File: src/rtl/uc_flash_pkg.sv
`default_nettype none
// uc_flash_pkg: shared constants and state encoding for the SPI flash instruction fetch.
package uc_flash_pkg;
  localparam logic [7:0] CMD_READ  = 8'h03;
  localparam int         CMD_BITS  = 8;
  localparam int         ADDR_BITS = 24;
  localparam int         DATA_BITS = 16;

  typedef enum logic [2:0] {
    IDLE = 3'd0,
    CMD  = 3'd1,
    ADDR = 3'd2,
    DATA = 3'd3,
    HOLD = 3'd4,
    GAP  = 3'd5
  } state_e;
endpackage
`default_nettype wire

File: src/rtl/spi_bit_engine.sv
`default_nettype none
// spi_bit_engine: mode-0 SPI shifter with SCK divider; sends MSB-first from tx, samples MISO into rx.
module spi_bit_engine #(
  parameter int CLK_DIV = 2
) (
  input  logic        clk,
  input  logic        arst_n,
  input  logic        start_i,
  input  logic        early_i,
  input  logic [4:0]  nbits_i,
  input  logic [23:0] tx_i,
  input  logic        abort_i,
  input  logic        miso_i,
  output logic        sck_o,
  output logic        mosi_o,
  output logic        busy_o,
  output logic        done_o,
  output logic [15:0] rx_o
);
  localparam int            DW       = (CLK_DIV > 1) ? $clog2(CLK_DIV) : 1;
  localparam logic [DW-1:0] DIV_LAST = DW'(CLK_DIV - 1);

  logic          busy_q, busy_d;
  logic          sck_q, sck_d;
  logic [DW-1:0] div_q, div_d;
  logic [4:0]    bits_q, bits_d;
  logic [23:0]   tx_q, tx_d;
  logic [15:0]   rx_q, rx_d;
  logic          phase_end;

  assign phase_end = busy_q && (div_q == DIV_LAST);

  always_comb begin
    busy_d = busy_q;
    sck_d  = sck_q;
    div_d  = div_q;
    bits_d = bits_q;
    tx_d   = tx_q;
    rx_d   = rx_q;
    if (start_i) begin
      busy_d = 1'b1;
      sck_d  = 1'b0;
      div_d  = '0;
      bits_d = nbits_i - 5'd1;
      tx_d   = tx_i;
      // Early start: SCK has already been low during the start cycle, so it counts as low time.
      if (early_i) begin
        if (CLK_DIV == 1) begin
          sck_d = 1'b1;
          rx_d  = {rx_q[14:0], miso_i};
        end else begin
          div_d = DW'(1);
        end
      end
    end else if (busy_q) begin
      if (abort_i && !sck_q) begin
        busy_d = 1'b0;
        tx_d   = '0;
        div_d  = '0;
      end else if (phase_end) begin
        div_d = '0;
        sck_d = ~sck_q;
        if (!sck_q) begin
          rx_d = {rx_q[14:0], miso_i};
        end else begin
          tx_d = {tx_q[22:0], 1'b0};
          if (bits_q == 5'd0 || abort_i) begin
            busy_d = 1'b0;
            tx_d   = '0;
          end else begin
            bits_d = bits_q - 5'd1;
          end
        end
      end else begin
        div_d = div_q + DW'(1);
      end
    end
  end

  always_ff @(posedge clk or negedge arst_n) begin
    if (!arst_n) begin
      busy_q <= 1'b0;
      sck_q  <= 1'b0;
      div_q  <= '0;
      bits_q <= '0;
      tx_q   <= '0;
      rx_q   <= '0;
    end else begin
      busy_q <= busy_d;
      sck_q  <= sck_d;
      div_q  <= div_d;
      bits_q <= bits_d;
      tx_q   <= tx_d;
      rx_q   <= rx_d;
    end
  end

  assign sck_o  = sck_q;
  assign mosi_o = tx_q[23];
  assign busy_o = busy_q;
  assign done_o = phase_end && sck_q && (bits_q == 5'd0);
  assign rx_o   = rx_q;
endmodule
`default_nettype wire

File: src/rtl/spi_flash_fetch.sv
`default_nettype none
// spi_flash_fetch: fetches 16-bit instruction words from SPI NOR flash, streaming sequential PCs.
module spi_flash_fetch
  import uc_flash_pkg::*;
#(
  parameter int          ADDR_WIDTH = 12,
  parameter int          CLK_DIV    = 2,
  parameter logic [23:0] BASE_ADDR  = 24'h000000,
  parameter int          CS_HIGH    = 4
) (
  input  logic                  clk,
  input  logic                  arst_n,
  input  logic [ADDR_WIDTH-1:0] pc_in,
  output logic [15:0]           flash_data,
  output logic                  flash_ready,
  output logic                  spi_sck,
  output logic                  spi_cs_n,
  output logic                  spi_mosi,
  input  logic                  spi_miso
);
  localparam int            GW       = (CS_HIGH > 1) ? $clog2(CS_HIGH) : 1;
  localparam logic [GW-1:0] GAP_LOAD = GW'(CS_HIGH - 1);

  state_e                state_q, state_d;
  logic [ADDR_WIDTH-1:0] req_q, req_d, tag_q, tag_d;
  logic                  valid_q, valid_d, cs_n_q, cs_n_d;
  logic [15:0]           data_q, data_d;
  logic [GW-1:0]         gap_q, gap_d;

  logic        eng_start, eng_early, eng_abort, eng_busy, eng_done;
  logic [4:0]  eng_nbits;
  logic [23:0] eng_tx, byte_addr;
  logic [15:0] eng_rx;
  logic        miss, req_chg, seq_next;

  assign byte_addr = BASE_ADDR + 24'({req_q, 1'b0});
  assign miss      = !valid_q || (tag_q != pc_in);
  assign req_chg   = (pc_in != req_q);
  assign seq_next  = (tag_q != '1) && (pc_in == tag_q + ADDR_WIDTH'(1));

  always_comb begin
    state_d   = state_q;
    req_d     = req_q;
    tag_d     = tag_q;
    valid_d   = valid_q;
    data_d    = data_q;
    cs_n_d    = cs_n_q;
    gap_d     = gap_q;
    eng_start = 1'b0;
    eng_early = 1'b0;
    eng_abort = 1'b0;
    eng_nbits = '0;
    eng_tx    = '0;
    case (state_q)
      IDLE: if (miss) begin
        req_d     = pc_in;
        cs_n_d    = 1'b0;
        eng_start = 1'b1;
        eng_nbits = 5'(CMD_BITS);
        eng_tx    = {CMD_READ, 16'h0000};
        state_d   = CMD;
      end
      CMD, ADDR, DATA: begin
        eng_abort = req_chg;
        // The engine only goes idle here once an abort has let SCK settle low.
        if (!eng_busy) begin
          cs_n_d  = 1'b1;
          gap_d   = GAP_LOAD;
          state_d = GAP;
        end else if (!req_chg && eng_done) begin
          if (state_q == CMD) begin
            eng_start = 1'b1;
            eng_nbits = 5'(ADDR_BITS);
            eng_tx    = byte_addr;
            state_d   = ADDR;
          end else if (state_q == ADDR) begin
            eng_start = 1'b1;
            eng_nbits = 5'(DATA_BITS);
            state_d   = DATA;
          end else begin
            data_d  = eng_rx;
            tag_d   = req_q;
            valid_d = 1'b1;
            state_d = HOLD;
          end
        end
      end
      HOLD: if (pc_in != tag_q) begin
        if (seq_next) begin
          req_d     = pc_in;
          eng_start = 1'b1;
          eng_early = 1'b1;
          eng_nbits = 5'(DATA_BITS);
          state_d   = DATA;
        end else begin
          cs_n_d  = 1'b1;
          gap_d   = GAP_LOAD;
          state_d = GAP;
        end
      end
      GAP: if (gap_q == '0) state_d = IDLE; else gap_d = gap_q - GW'(1);
      default: state_d = IDLE;
    endcase
  end

  always_ff @(posedge clk or negedge arst_n) begin
    if (!arst_n) begin
      state_q <= IDLE;
      req_q   <= '0;
      tag_q   <= '0;
      valid_q <= 1'b0;
      data_q  <= 16'h0000;
      cs_n_q  <= 1'b1;
      gap_q   <= '0;
    end else begin
      state_q <= state_d;
      req_q   <= req_d;
      tag_q   <= tag_d;
      valid_q <= valid_d;
      data_q  <= data_d;
      cs_n_q  <= cs_n_d;
      gap_q   <= gap_d;
    end
  end

  spi_bit_engine #(.CLK_DIV(CLK_DIV)) u_engine (
    .clk     (clk),
    .arst_n  (arst_n),
    .start_i (eng_start),
    .early_i (eng_early),
    .nbits_i (eng_nbits),
    .tx_i    (eng_tx),
    .abort_i (eng_abort),
    .miso_i  (spi_miso),
    .sck_o   (spi_sck),
    .mosi_o  (spi_mosi),
    .busy_o  (eng_busy),
    .done_o  (eng_done),
    .rx_o    (eng_rx)
  );

  assign flash_data  = data_q;
  assign flash_ready = valid_q && (tag_q == pc_in);
  assign spi_cs_n    = cs_n_q;
endmodule
`default_nettype wire
File: config.mk
export PLATFORM = sky130hd
export DESIGN_NAME = spi_flash_fetch
export DESIGN_NICKNAME = d
export VERILOG_FILES = /design/src/rtl/uc_flash_pkg.sv /design/src/rtl/spi_bit_engine.sv /design/src/rtl/spi_flash_fetch.sv
export SDC_FILE = /design/constraint.sdc
export NUM_CORES = 1
export LEC_CHECK = 0
export ABC_AREA = 1
export BUFFER_PORTS_ARGS = -buffer_cell sky130_fd_sc_hd__buf_2
export CORE_MARGIN = 2
export CORE_UTILIZATION = 60
export DETAILED_ROUTE_END_ITERATION = 12
export PLACE_DENSITY = 0.83
export SETUP_SLACK_MARGIN = 0.15
export SYNTH_ARGS = -nofsm -noshare
export SYNTH_HDL_FRONTEND = slang
export SYNTH_SLANG_ARGS = --single-unit
File: constraint.sdc
create_clock -name clk -period 4.4 [get_ports clk]
set_input_delay 0.44 -clock clk [delete_from_list [all_inputs] [get_ports clk]]
set_output_delay 0.44 -clock clk [all_outputs]
set_load 0.02 [all_outputs]
== After elaboration in Yosys (flattened, before gate mapping) ==
Cells that the tools add are included.

* Bits in registers: 95
* Input bits: 15
* Word-level logic and storage cells: 150

* $add $sub $neg: 5
* Equality and inequality tests: 21
* Multiplexer cells: 73
* Bitwise logic cells: 5
* Reductions and logical operators: 33

{| class="wikitable"
|+ Operator list
! operator !! count
|-
| 2-to-1 mux 24 bit || 6
|-
| 2-to-1 mux 5 bit || 12
|-
| 2-to-1 mux 13 bit || 3
|-
| 2-to-1 mux 12 bit || 3
|-
| != test 12 bit || 3
|-
| one-hot mux 18 bit (2 select lines) || 1
|-
| 2-to-1 mux 1 bit || 28
|-
| AND reduction 5 bit || 5
|-
| equality test 12 bit || 2
|-
| 2-to-1 mux 3 bit || 8
|-
| one-hot mux 12 bit (2 select lines) || 1
|-
| 2-to-1 mux 18 bit || 1
|-
| != test 2 bit, second input constant || 9
|-
| one-hot mux 5 bit (3 select lines) || 1
|-
| adder 12 x 1 -> 12 bit, second input constant || 1
|-
| != test 12 bit, second input constant || 1
|-
| one-hot mux 3 bit (4 select lines) || 1
|-
| nonzero test 3 bit || 4
|-
| subtractor 5 x 1 -> 5 bit, second input constant || 2
|-
| 2-to-1 mux 2 bit || 4
|-
| AND reduction 4 bit || 2
|-
| nonzero test 2 bit || 4
|-
| logical AND 1 bit || 7
|-
| equality test 3 x 2 -> 1 bit, second input constant || 2
|-
| other kinds (16) || 26
|}

== Longest topological paths before layout ==
Gate-level depths: netlist (run 1).

* Depth after elaboration: 10
* Mapped depth: 20
* Gate-level depth less buffers: 20

== By module ==
From an unflattened synthesis (run 1), not the netlist that was laid out.

* Cell total of the unflattened synthesis: 777
* Area total of the unflattened synthesis: 5456.5 um^2

{| class="wikitable"
|+ Modules (own cells, without submodules)
! module !! times used !! cells each !! area an instance (um^2)
|-
| spi_flash_fetch || 1 || 441 || 2931.6
|-
| spi_bit_engine || 1 || 336 || 2524.9
|}

== Least setup slack after synthesis (run 1) ==
No wires, ideal clock.

* Kind: flip-flop to flip-flop
* From: register tag_q[0]
* To: register u_engine.bits_q[4]
* Library setup time: 116 ps
* Arrival: 2145 ps
* Slack: 2139 ps
* Stages on the path, launching flop included: 18
* Period minus slack after synthesis: 2261 ps
* Path through: dfrtp_1 > ha_1 > or2_2 > nand3_1 > nor2_1 > nand3_1 > nor2_2 > nand3_4 > nand3_4 > inv_2 > nand2_1 > ha_1 > nand2_1 > nor2_1 > nand2_1 > nand2_1 > nand2_1 > nand2_1

* Word-level cells in the longest chain between the ends: 8
* Elaborated cells between the ends (all ways): 23
* Those cells by class: add/sub (2); eq/ne (6); mux (9); reduce/logical (6)

{| class="wikitable"
|+ RTL lines
! element !! line !! text
|-
| from (decl) || spi_flash_fetch.sv:25 || <nowiki>logic [ADDR_WIDTH-1:0] req_q, req_d, tag_q, tag_d;</nowiki>
|-
| from (signal assigned) || spi_flash_fetch.sv:118 || <nowiki>tag_q <= tag_d;</nowiki>
|-
| adder 12 x 1 -> 12 bit || spi_flash_fetch.sv:39 || <nowiki>assign seq_next = (tag_q != '1) && (pc_in == tag_q + ADDR_WIDTH'(1));</nowiki>
|-
| equality test 12 bit || spi_flash_fetch.sv:39 ||
|-
| logical AND 1 bit || spi_flash_fetch.sv:39 ||
|-
| 2-to-1 mux 5 bit / 2-to-1 mux 1 bit (equally long branches) || spi_flash_fetch.sv:89 || <nowiki>if (seq_next) begin</nowiki>
|-
| 2-to-1 mux 5 bit / 2-to-1 mux 1 bit (equally long branches) || spi_flash_fetch.sv:88 || <nowiki>HOLD: if (pc_in != tag_q) begin</nowiki>
|-
| one-hot mux 5 bit (3 select lines) / one-hot mux 1 bit (3 select lines) (equally long branches) || spi_flash_fetch.sv:54 || <nowiki>case (state_q)</nowiki>
|-
| subtractor 5 x 1 -> 5 bit (tied with other cells) || spi_bit_engine.sv:44 || <nowiki>bits_d = nbits_i - 5'd1;</nowiki>
|-
| 2-to-1 mux 5 bit / AND reduction 5 bit (equally long branches) || -- ||
|-
| to (signal assigned) || spi_bit_engine.sv:92 || <nowiki>bits_q <= bits_d;</nowiki>
|-
| to (decl) || spi_bit_engine.sv:26 || <nowiki>logic [4:0] bits_q, bits_d;</nowiki>
|}

Parallel ways exist; a longest one is shown, timed or not.
A chain may end at the register's enable or synchronous reset.

== Worst setup path after layout (run 1) ==
* From: register tag_q[11]
* To: register u_engine.tx_q[12]

* Word-level cells in the longest chain between the ends: 8
* Elaborated cells between the ends (all ways): 16
* Those cells by class: add/sub (1); eq/ne (4); mux (5); reduce/logical (6)

{| class="wikitable"
|+ RTL lines
! element !! line !! text
|-
| adder 12 x 1 -> 12 bit || spi_flash_fetch.sv:39 ||
|-
| equality test 12 bit || spi_flash_fetch.sv:39 ||
|-
| logical AND 1 bit || spi_flash_fetch.sv:39 ||
|-
| 2-to-1 mux 1 bit || spi_flash_fetch.sv:89 ||
|-
| 2-to-1 mux 1 bit || spi_flash_fetch.sv:88 ||
|-
| one-hot mux 1 bit (3 select lines) (*) || spi_flash_fetch.sv:54 ||
|-
| nonzero test 3 bit (no line) / nonzero test 2 bit (equally long branches) || -- ||
|-
| AND reduction 3 bit (no line) || -- ||
|-
| to (signal assigned) || spi_bit_engine.sv:93 || <nowiki>tx_q <= tx_d;</nowiki>
|-
| to (decl) || spi_bit_engine.sv:27 || <nowiki>logic [23:0] tx_q, tx_d;</nowiki>
|}

Mark *: on every way between the ends. The rest lies on a longest branch, timed or not.

==> results of run 1 <==
[path summary, 6_finish.rpt]
| check | start | endpoint | cells past startpoint |
|---|---|---|---|
| setup / recovery | tag_q[11] | u_engine.tx_q[12] | 10 |
| hold / removal | arst_n | tag_q[8] | 1 |
| setup reg to reg | tag_q[11] | u_engine.tx_q[12] | 10 |
| hold reg to reg | valid_q | valid_q | 2 |
| max in group asynchronous | arst_n | spi_cs_n | 2 |
| min in group clk | spi_miso | u_engine.rx_o[0] | 3 |
[critical path: stages (launching register included)]
cell and delay (ps):
dfrtp_1 420, xnor2_1 310, nand2_1 110, nor3_1 290, nand4_1 210, nand2_2 200, nand3_4 170, nor2_4 560
inv_1 340, nand2_1 150, nand2_1 70
[logic make-up after synthesis]
logic type,synth area share
AND/OR/NAND/NOR,0.270
multiplexers,0.00230
XOR/XNOR,0.0233
adder cells (fa/ha/maj),0.00767
flip-flops,0.481
AO/OA/AOI/OAI,0.128
buffers and inverters,0.0887
[flip-flops by register name (all words and copies together), names as in the netlist, 2 cells and up]
register / count
tag_q: 12
state_q: 3
gap_q: 2
u_engine.tx_q: 23
flash_data: 16
req_q: 12
u_engine.rx_o: 16
u_engine.bits_q: 5
[area by class of cell]
class	instances	area [um^2]	area share
Inverter	89	334	0.0626
Tap cell	102	128	0.0239
Timing Repair Buffer	36	188	0.0352
Multi-Input combinational cell	436	2110	0.395
Clock buffer	10	128	0.0239
Sequential cell	94	2350	0.441
Clock inverter	6	93.8	0.0176
[placed cells by master, fill, tap and decap left out, drive strengths merged, types with 3 or more instances in the layout]
master / count
xor2: 5
nand4: 7
buf: 36
nand3: 27
xnor2: 8
clkbuf: 10
nor3: 5
o21ai: 91
a21oi: 11
nand2: 228
nor2: 40
inv: 90
dfrtp: 93
ha: 3
[routing by layer]
| metal | global-route usage | wire length, um |
|---|---|---|
| met5 | 0 | 0 |
| met4 | 0.0906 | 187 |
| met3 | 0.0567 | 519 |
| met2 | 0.414 | 4890 |
| met1 | 0.339 | 4570 |
[power by group]
| group | leakage, nW | total, mW | switching, mW | internal (mW) |
|---|---|---|---|---|
| Clock | 0.107 | 0.652 | 0.326 | 0.326 |
| Combinational | 1.34 | 1.09 | 0.778 | 0.309 |
| Sequential | 1.25 | 1.15 | 0.118 | 1.03 |
| Total | 2.70 | 2.89 | 1.22 | 1.67 |
[metrics by stage]
stage / cell area (um^2) / util / setup WS, ps / instances / power, mW
6_report: 5330 / 0.683 / 1450 / 773 / 2.89
5_1_grt: 5330 / 0.683 / 1090 / 773 / 3.13
4_1_cts: 5330 / 0.683 / 1490 / 773 / 2.89
3_5_place_dp: 5110 / 0.655 / 1350 / 757 / 2.25
3_3_place_gp: 5110 / 0.655 / 1550 / 757 / 2.20
2_1_floorplan: 4900 / - / 2140 / 636 / 2.05
==> results.md, run 1 <==
* Status: finished, final reports clean
* # setup viols final at 0
* Final hold vios at 0
* Number of max-cap violations at 0
* Vias in the first global route at ~3900
* Slew @ Worst Pin at 831 ps
* GR Util All Layers at 0.254
* Final HPWL DP at 7.10 mm
* Total Routed Length at 10.2 mm
* Net Count, Synth at 654
* Setup slack, reg-to-reg at 1450 ps
* Drt first pass iters at 5
* Pin count of the biggest net entering global routing at 60
* CTS tree: yes
* Global-route wire length before repair at 17.7 mm
* Vias per cell at 5.22
* Clock buffer depth at 2
* Fin. max-slew vios at 0
* Buffers on Ports at 34
* Hold Slack at about 110 ps
* Lkg Pwr at approximately 2.7 nW
* Post-synth top cells: nand2_1 (226), dfrtp_1 (93), inv_1 (84), o21ai_0 (67), nor2_1 (32)
* RSZ-0062 raised after global routing: no
* Arr. time, crit path at 3210 ps
* H-tree Lvls at 3
* CTS Sinks at 94
* Crit Path Class: reg2reg
* CTS Hold Bufs at 0
* Slew HR at 0.444
* Crit path time final at 2950 ps
* Post-CTS Setup Repair Bufs at 0
* Clock latency at the later pin of the worst-skew pair at 370 ps
* Antenna-violating nets left at 0
* P per Cell Area at 542 mW/mm^2
* Crit share post-route at 0.670
* Iter 0 DRT Violations at 225
* GRT overflow at 0
* CTS clk-pin slew, worst paths at around 100 ps
* Area Overhead vs Synth at 8.92%
* Post-Syn Instances at 636
* Peak Freq at approximately 340 MHz
* CP Launch Type: register
* Synth top area share at 0.475
* Avg WL per Cell at 13.2 um
* N_diodes at 0
* Residual DRC at 0
* Leading area contributor after synthesis: dfrtp_1
* Max VDD drop at 0.000493 V
* Root Buffer: clkbuf_8
* FF+latch count, synth at 94
* # fillers at 611
* Fraction of layout cells with a size suffix above 1 at 0.136
* IO Count at 35
* Total negative slack at 0 ps
* HP Class: in2async
* Seq/Total Area, Yosys at 0.481
* Initial Util at 0.627
* Avg Cell Area, Syn at 7.70 um^2
* Clk_skew at 9.93 ps
* Core Region at 0.00781 mm^2
* Top cells by area, synth: dfrtp_1 (48%), nand2_1 (17%), o21ai_0 (6.8%), inv_1 (6.4%), o21ai_2 (3.0%)
* Yosys cell types at 37
* YS warnings at 0
* Post-cts gate resize count at 0
* Via count at 4035
* Initial antenna violation count at 0
* Final Net Count at 684
* Cell row count at 32
* Die height at 94.3 um
* RD Place Congestion at around 0.88
* Synth Flop Type: dfrtp_1
* Post-synthesis async set-or-reset flop share at 1.00
* EDFF count, synth at 0
* CP Capture Type: register
* Num CTS Buffers at 9
* Die area at 0.00890 mm^2
* Post-Syn Area at a little under 0.005 mm^2
* Die Width at 94.3 um
* CP Data Required Time at 4670 ps
* CP max FO at 35
* Most frequent cell after synthesis: nand2_1
No activity file was read; power rests on OpenSTA's default activity.
==> run 2: changes to the inputs <==
--- a/config.mk
+++ b/config.mk
@@ -8,9 +8,9 @@
 export ABC_AREA = 1
 export BUFFER_PORTS_ARGS = -buffer_cell sky130_fd_sc_hd__buf_2
 export CORE_MARGIN = 2
-export CORE_UTILIZATION = 60
+export CORE_UTILIZATION = 55
 export DETAILED_ROUTE_END_ITERATION = 12
-export PLACE_DENSITY = 0.83
+export PLACE_DENSITY = 0.81
 export SETUP_SLACK_MARGIN = 0.15
 export SYNTH_ARGS = -nofsm -noshare
 export SYNTH_HDL_FRONTEND = slang
==> constraint.sdc (replaced) <==
create_clock -name clk -period 2.5 [get_ports clk]
set_input_delay 0.25 -clock clk [delete_from_list [all_inputs] [get_ports clk]]
set_output_delay 0.25 -clock clk [all_outputs]
set_load 0.02 [all_outputs]
==> run 2 against run 1 <==
The run now ends with negative setup slack left. Register-to-register slack got worse by 1500 ps. First-iteration DRC count is 34% higher. Largest power group is now combinational cells. Combinational power rose to 2.8 times the previous value. Sequential cell count unchanged.
==> results.md, run 2 (synthesis results as in run 1) <==
* Status: complete, but fails checks
* Failing checks: negative setup slack
* Clk_skew at 15.4 ps (+5.43 ps)
* Initial antenna violation count at 0 (unchanged)
* CTS tree: yes
* Number of max-cap violations at 0 (unchanged)
* Global-route wire length before repair at 18.5 mm (+4.5%)
* Avg WL per Cell at 14.3 um (+8.6%)
* H-tree Lvls at 3 (unchanged)
* Fin. max-slew vios at 0 (unchanged)
* Total Routed Length at 11.6 mm (+14%)
* Final Net Count at 716 (+4.7%)
* Biggest register: u_engine.tx_q
* Slew @ Worst Pin at 712 ps (-119 ps)
* Antenna-violating nets left at 0 (unchanged)
* Placed insts at 770 (+1.7%)
* # setup viols final at 1 (+1)
* Final HPWL DP at 7.43 mm (+4.6%)
* Crit path time final at 2500 ps (-442 ps)
* Via count at 4413 (+9.4%)
* Slew HR at 0.525 (+0.0807)
* Buffers on Ports at 34 (unchanged)
* Area Overhead vs Synth at 21.3%
* RD Place Congestion at 0.925 (+5.4%)
* Post-route cell area at 0.00594 mm^2 (+11%)
* CTS Sinks at 94 (unchanged)
* PnR worst setup slack at -4.14 ps (-1460 ps)
* CP max FO at 8 (-77%)
* Core Region at 0.00868 mm^2 (+11%)
* Die height at 98.4 um (+4.3%)
* Combinational cell fraction of total power at 0.498 (+0.122)
* Clock buffer depth at 2 (unchanged)
* Max VDD drop at 0.000513 V (+4.2%)
* Clock Power Share at 0.165 (-0.060)
* Worst r2r src: tag_q[1]
* Drt first pass iters at 6 (+1)
* Arr. time, crit path at 2810 ps (-400 ps)
* IO Count at 35 (unchanged)
* Root Buffer: clkbuf_8
* N_diodes at 0 (unchanged)
* Post-DP Area at 0.00523 mm^2 (+2.4%)
* HP Class: in2reg
* Cell depth of the worst flop-to-flop path at 15 (+5)
* GRT overflow at 0 (unchanged)
* CTS clk-pin slew, worst paths at 90 ps (about the same)
* Most frequent cells in the layout: nand2_1 (210), dfrtp_1 (89), inv_1 (81)
* Vias in the first global route at 4110 (+6.6%)
* Setup slack, reg-to-reg at -4 ps (-1460 ps)
* Peak Freq at 399 MHz (+18%)
* GR Util All Layers at 0.233 (-0.0214)
* Multi-input logic area at 0.00231 mm^2 (+9.6%)
* Worst r2r dst: u_engine.tx_q[9]
* # fillers at 652 (+6.7%)
* Register share of total power at 0.337 (-0.062)
* Crit Path Class: reg2reg
* CP Data Required Time at 2810 ps (-1860 ps)
* Setup crit start: tag_q[1]
* Int Power at 3.45 mW (+110%)
* Pin count of the biggest net entering global routing at 57 (-5.0%)
* CP Launch Type: register
* Largest register FFs at 23 (unchanged)
* Crit path to: u_engine.tx_q[9]
* Initial Util at 0.564 (-0.0629)
* Reg area at 0.00236 mm^2 (+0.21%)
* Cell row count at 34 (+6.3%)
* Die Width at 98.4 um (+4.3%)
* Lkg Pwr at 2.97 nW (+10%)
* Post-Layout Cell Count at 811 (+4.9%)
* Die area at 0.00967 mm^2 (+8.7%)
* Final hold vios at 0 (unchanged)
* P_sw at 2.62 mW (+110%)
* CP Capture Type: register
* P per Cell Area at 1020 mW/mm^2 (+88%)
* Iter 0 DRT Violations at 301 (+34%)
* Fraction of layout cells with a size suffix above 1 at 0.239 (+0.103)
* Crit share post-route at 1.00 (+0.332)
* Vias per cell at 5.44 (+4.2%)
* Residual DRC at 0 (unchanged)
* Sw Ratio at 0.432 (+0.00871)
* RSZ-0062 raised after global routing: yes
* Most common cell after layout, fill and taps aside: nand2_1
* Num CTS Buffers at 9 (unchanged)
* Clock latency at the later pin of the worst-skew pair at 370 ps (about the same)
run 2: cell count changes in the layout (fill, tap and decap cells not counted), moves of 5 or more:
| cell | change |
|---|---|
| nand2_2 | +10 |
| nand2_4 | +6 |
| buf_6 | +5 |
| buf_12 | +6 |
| nand2_1 | -16 |
| buf_4 | +15 |
| o21ai_1 | +5 |
| o21ai_2 | +8 |
| nor2_1 | -6 |
| o21ai_0 | -13 |
run 2: per-stage QoR:
| stage | power, mW | setup TNS [ps] | utilization | worst slack, ps | hold slack [ps] |
|---|---|---|---|---|---|
| floorplan | 3.61 | 0 | - | 239 | -45.6 |
| global placement | 4.08 | 0 | 0.603 | 83.3 | 340 |
| detailed placement | 4.18 | -196 | 0.603 | -120 | 345 |
| CTS | 5.27 | 0 | 0.639 | 126 | 126 |
| global route | 6.47 | -3030 | 0.684 | -132 | 130 |
| finish | 6.07 | -4.14 | 0.684 | -4.14 | 129 |
run 2: layout make-up:
type                       count  area share
sequential                    94       0.397
multi-input combinational    436       0.389
tap                          108      0.0228
inverter                      89      0.0573
timing repair inverter         1     0.00126
timing repair buffer          67      0.0988
clock buffer                  10      0.0232
clock inverter                 6      0.0105
run 2: repair_timing:
item	4_1_cts	5_1_grt
buffers inserted	7	12
hold buffers	1	0
pin swaps	4	17
cloned	0	5
gates resized for setup	9	69
hold endpoints to repair	54	0
setup endpoints to repair	29	47
run 2: worst min-delay path by stage:
stage                         from  depth (start not counted)                to  slack, ps
final                     spi_miso                          3  u_engine.rx_o[0]        130
after global routing      spi_miso                          3  u_engine.rx_o[0]        130
after CTS                 spi_miso                          3  u_engine.rx_o[0]        130
after detailed placement    arst_n                          1          tag_q[8]        340
after global placement      arst_n                          1          tag_q[8]        340
after floorplan             arst_n                          0     flash_data[0]        -50
run 2: critical path, cell delays in order (launching register included):
cell,delay [ps]
dfrtp_1,420
ha_4,250
or2_2,280
nand3_1,80
nor2_1,40
nand3_1,100
nor2_4,70
nand3_4,90
nand3_4,140
buf_6,160
buf_6,120
nor2_4,220
buf_6,180
clkbuf_16,160
nand2_1,60
nand2_1,70
run 2: power groups by stage:
stage	logic [mW]	clock network (mW)	registers (mW)
floorplan	1.59	0	2.03
global placement	2.05	0	2.04
detailed placement	2.12	0	2.06
CTS	2.22	1.02	2.02
global route	3.31	1.08	2.08
finish	3.02	1.00	2.05
run 2: layer usage:
| metal | track usage | vias to the layer above | share of wire |
|---|---|---|---|
| met2 | 0.396 | 172 | 0.49 |
| met5 | 0 | - | 0 |
| met3 | 0.0472 | 49 | 0.060 |
| li1 | - | 2130 | - |
| met1 | 0.297 | 2062 | 0.41 |
| met4 | 0.0832 | 0 | 0.036 |
